===== src/rtl/gt2.sv =====
// gt2: 2-bit unsigned magnitude comparator with registered flags and a
// saturating greater-than event counter.
//
// Ports:
//   clk       - single clock, all state updates on its rising edge
//   reset     - synchronous, active-high
//   a, b      - 2-bit unsigned operands
//   gt_comb   - combinational a > b (unaffected by clk/reset)
//   result    - registered a > b, one clock latency
//   eq        - registered a == b
//   lt        - registered a < b
//   valid     - high once a compare of sampled inputs is held
//   gt_count  - saturating count of edges on which a > b was sampled
module gt2 #(
  parameter int CNT_WIDTH = 8
) (
  input  logic                 clk,
  input  logic                 reset,
  input  logic [1:0]           a,
  input  logic [1:0]           b,
  output logic                 result,
  output logic                 gt_comb,
  output logic                 eq,
  output logic                 lt,
  output logic                 valid,
  output logic [CNT_WIDTH-1:0] gt_count
);

  localparam logic [CNT_WIDTH-1:0] CNT_ONE = {{(CNT_WIDTH-1){1'b0}}, 1'b1};
  localparam logic [CNT_WIDTH-1:0] CNT_MAX = {CNT_WIDTH{1'b1}};

  assign gt_comb = (a > b);

  always_ff @(posedge clk) begin
    if (reset) begin
      result   <= 1'b0;
      eq       <= 1'b0;
      lt       <= 1'b0;
      valid    <= 1'b0;
      gt_count <= '0;
    end else begin
      result <= (a > b);
      eq     <= (a == b);
      lt     <= (a < b);
      valid  <= 1'b1;
      // Hold at all-ones instead of wrapping back to zero.
      if ((a > b) && (gt_count != CNT_MAX))
        gt_count <= gt_count + CNT_ONE;
    end
  end

endmodule


===== config.mk =====
export PLATFORM = sky130hd
export DESIGN_NAME = gt2
export DESIGN_NICKNAME = d
export VERILOG_FILES = /design/src/rtl/gt2.sv
export SDC_FILE = /design/constraint.sdc
export NUM_CORES = 1
export LEC_CHECK = 0
export CORE_MARGIN = 4
export CORE_UTILIZATION = 30
export CTS_BUF_LIST = sky130_fd_sc_hd__clkbuf_16
export DETAILED_ROUTE_END_ITERATION = 7
export GPL_TIMING_DRIVEN = 0
export PLACE_DENSITY_LB_ADDON = 0.1
export SLEW_MARGIN = 20
export SYNTH_ARGS = -nofsm -noshare
export SYNTH_HDL_FRONTEND = slang
export SYNTH_SLANG_ARGS = --single-unit
export TNS_END_PERCENT = 10

===== constraint.sdc =====
create_clock -name clk -period 1.9 [get_ports clk]
set_input_delay 0.19 -clock clk [delete_from_list [all_inputs] [get_ports clk]]
set_output_delay 0.19 -clock clk [all_outputs]
set_load 0.05 [all_outputs]

==> impl_metrics.toml <==
[detailed_routing]
wl_met2_microns = 573
viasPerCell = 4.87
dr.pass1.iters = 3
wl_met1_microns = 575
wl_met3_microns = 85
vias = 545
wl_mm = 1.26
first_iter_violations = 6
wire_per_inst_microns = 11.3
drc = 0
postRouteAntennaNets = 0
topRoutingLayerUsed = "met4"

[setup_path]
path_delay_family = "buffers and inverters"
cp_num_buf_inv = 4
critical_path.max_fanout = 4
timing.rr.start = "gt_count[0]$_SDFFE_PP0P_"
reg2reg_setup_slack_ns = 0.33
worstSetupPathType = "input port to primary output"
path_cells = "clkdlybuf4s50_1 > inv_1 > ha_1 > and2b_2 > o21ai_2 > inv_1 > buf_2"
cp_data_required_time_ns = 1.71
crit_start = "b[1]"
start_kind = "input port"
arrival_ns = 1.63
cp-end-kind = "primary output"
cp_common_cell = "inv_1"
crit_slowest_cell = "clkdlybuf4s50_1"
worst_path_largest_cell_delay_ns = 0.45

[clock_tree]
clk_pin_slew_ns = 0.04
cts_root_buf = "clkbuf_16"
numClockSinks = 12
numCtsBuffers = 3
clockBufferDepth = 2
clk_latency_ns = 0.24
h-tree-depth = 1
cts_tree = "yes"

[synthesis]
synth.area.top_cells = "dfxtp_1 40%, a31oi_1 6.2%, ha_1 6.2%"
yosys.cell_types.count = 28
netlist.area_leader.share = 0.397
netlist_instances = 65
yosysSeqAreaShare = 0.397
ys_ff_latch = 12
synth_fp_nets = 74
synth_area_leader_cell = "dfxtp_1"
ys_warn_count = 0
syn_avg_cell_area_sq_um = 9.32
netlist_area_sq_um = 606

[global_routing]
antenna_found_initial = 0
grt_pass1_wl_mm = 2.18
grt_pass1_vias = 535
grt_usage = 0.113
grt_max_degree = 11
grt-ovfl-total = 0

[floorplanning]
chipHeight_microns = 52.9
core-area_sq_mm = 0.00182
initial_core_util = 0.333
fp-row-count = 15
die_area_sq_mm = 0.00280
pin_count = 19
die_x_microns = 52.9

[job]
drv_cap = 0

[power]
powerDensity_mw_per_mm2 = 896
p_int_mw = 0.595
power.share.switching = 0.258
p_comb_frac = 0.186
ir_drop_v = 0.000493
leakage_nw = 0.355
power_frac_seq = 0.343
power.share.clock = 0.471
power_mw = 0.802
p_switching_mw = 0.206

[sta]
fmax_ghz = 0.548
min_period_ns = 1.82
skew_ns = 0.00300
period_share = 0.960
hold_viol = 0
setup_viol = 0
holdWs_ns = 0.499
rsz0062_at_grt = "false"
tightest_slew_ns = 0.498
drv_slew = 0
relSlewSlack = 0.667

[cells_and_area]
final_util = 0.491
drive_gt1_frac = 0.138
syn2layout_area_growth_pct = 47.7
final_cells = 112
antenna_cells = 0
nets = 97

[min_path]
min_path_type = "flop to flop"
hp-start = "gt_count[1]$_SDFFE_PP0P_"

[place]
gp_congestion = 0.756
place_inst = 108
hpwl_microns = 952
place.port_buffers = 18

[outcome]
outcome = "finished, final reports clean"
cell families after synthesis:
| kind of cell | synth area share |
|---|---|
| compound gates | 0.223 |
| fa+ha+maj | 0.0620 |
| buf+inv | 0.0496 |
| flops | 0.397 |
| mux | 0.0537 |
| simple gates | 0.215 |
path summary, 6_finish.rpt:
path	cells past startpoint	endpoint
setup / recovery	7	gt_comb
hold / removal	2	gt_count[1]$_SDFFE_PP0P_
setup reg to reg	4	gt_count[0]$_SDFFE_PP0P_
hold reg to reg	2	gt_count[1]$_SDFFE_PP0P_
synthesized netlist by cell type, drive strengths merged:
cell,instances
inv,7
and3,3
nor3,3
nor2b,1
and2,1
nor2,6
a21oi,1
mux2,2
o211a,1
a211oi,3
dfxtp,12
mux2i,1
a2111oi,2
a21boi,1
nand3,1
a31oi,6
o21ai,2
nand2,5
clkbuf,1
nand2b,1
ha,3
and2b,1
and4bb,1
area by class of cell:
type	instances	area (sq um)
Clock buffer	3	75.1
Clock inverter	1	3.75
Tap cell	25	31.3
Sequential cell	12	240
Inverter	7	26.3
Multi-Input combinational cell	45	339
Fill cell	171	926
Timing Repair Buffer	18	175
Buffer	1	3.75
metal layers:
layer,vias to the layer above,global-route usage
met5,-,0
met4,0,0.0638
met3,5,0.0507
met2,15,0.184
met1,245,0.120
li1,280,-
worst reg2reg max path, stage by stage (launching register included):
cell,delay [ns]
dfxtp_1,0.34
ha_1,0.26
and3_1,0.21
a31oi_1,0.30
mux2_1,0.35
stage by stage:
stage,cell area [sq um],setup TNS [ns],setup WS [ns]
after floorplan,606,0,0.216
after global placement,817,-0.992,-0.476
after detailed placement,817,-1.10,-0.486
after CTS,891,0,0.00772
after global routing,895,0,0.00159
final,895,0,0.0759
power by group through the flow:
stage               logic [mW]  registers, mW  clock network, mW
floorplan               0.0577          0.322                  0
global placement         0.151          0.279                  0
detailed placement       0.151          0.279                  0
CTS                      0.149          0.275              0.387
global route             0.160          0.277              0.406
finish                   0.149          0.275              0.377
sequential cells by signal, summed over array words and instances, names as in the netlist:
register,flops
eq,1
valid,1
lt,1
result,1
gt_count,8
cell usage in the layout, fill, tap and decap left out:
cell type / count
a2111oi_4: 1
nor3_2: 1
nand2b_1: 1
mux2_2: 1
nor3_1: 2
and2b_2: 1
clkdlybuf4s50_1: 17
mux2i_1: 1
clkbuf_1: 1
a21boi_0: 1
a211oi_1: 3
nand3_2: 1
a31oi_1: 6
o211a_1: 1
ha_1: 3
a2111oi_2: 1
nor2b_1: 1
clkinv_1: 1
clkbuf_16: 3
and2_1: 1
buf_2: 1
inv_1: 6
and3_1: 3
dfxtp_1: 12
inv_2: 1
o21ai_2: 1
nand2_1: 5
nor2_1: 6
a21oi_1: 1
o21ai_0: 1
mux2_1: 1
and4bb_1: 1
what timing repair did:
action,CTS,global route
pin swaps,0,2
cloned,0,0
hold buffers,0,0
setup endpoints to repair,1,4
setup buffers,0,0
resized for setup,5,1
Power figures use the tool's default switching activity.
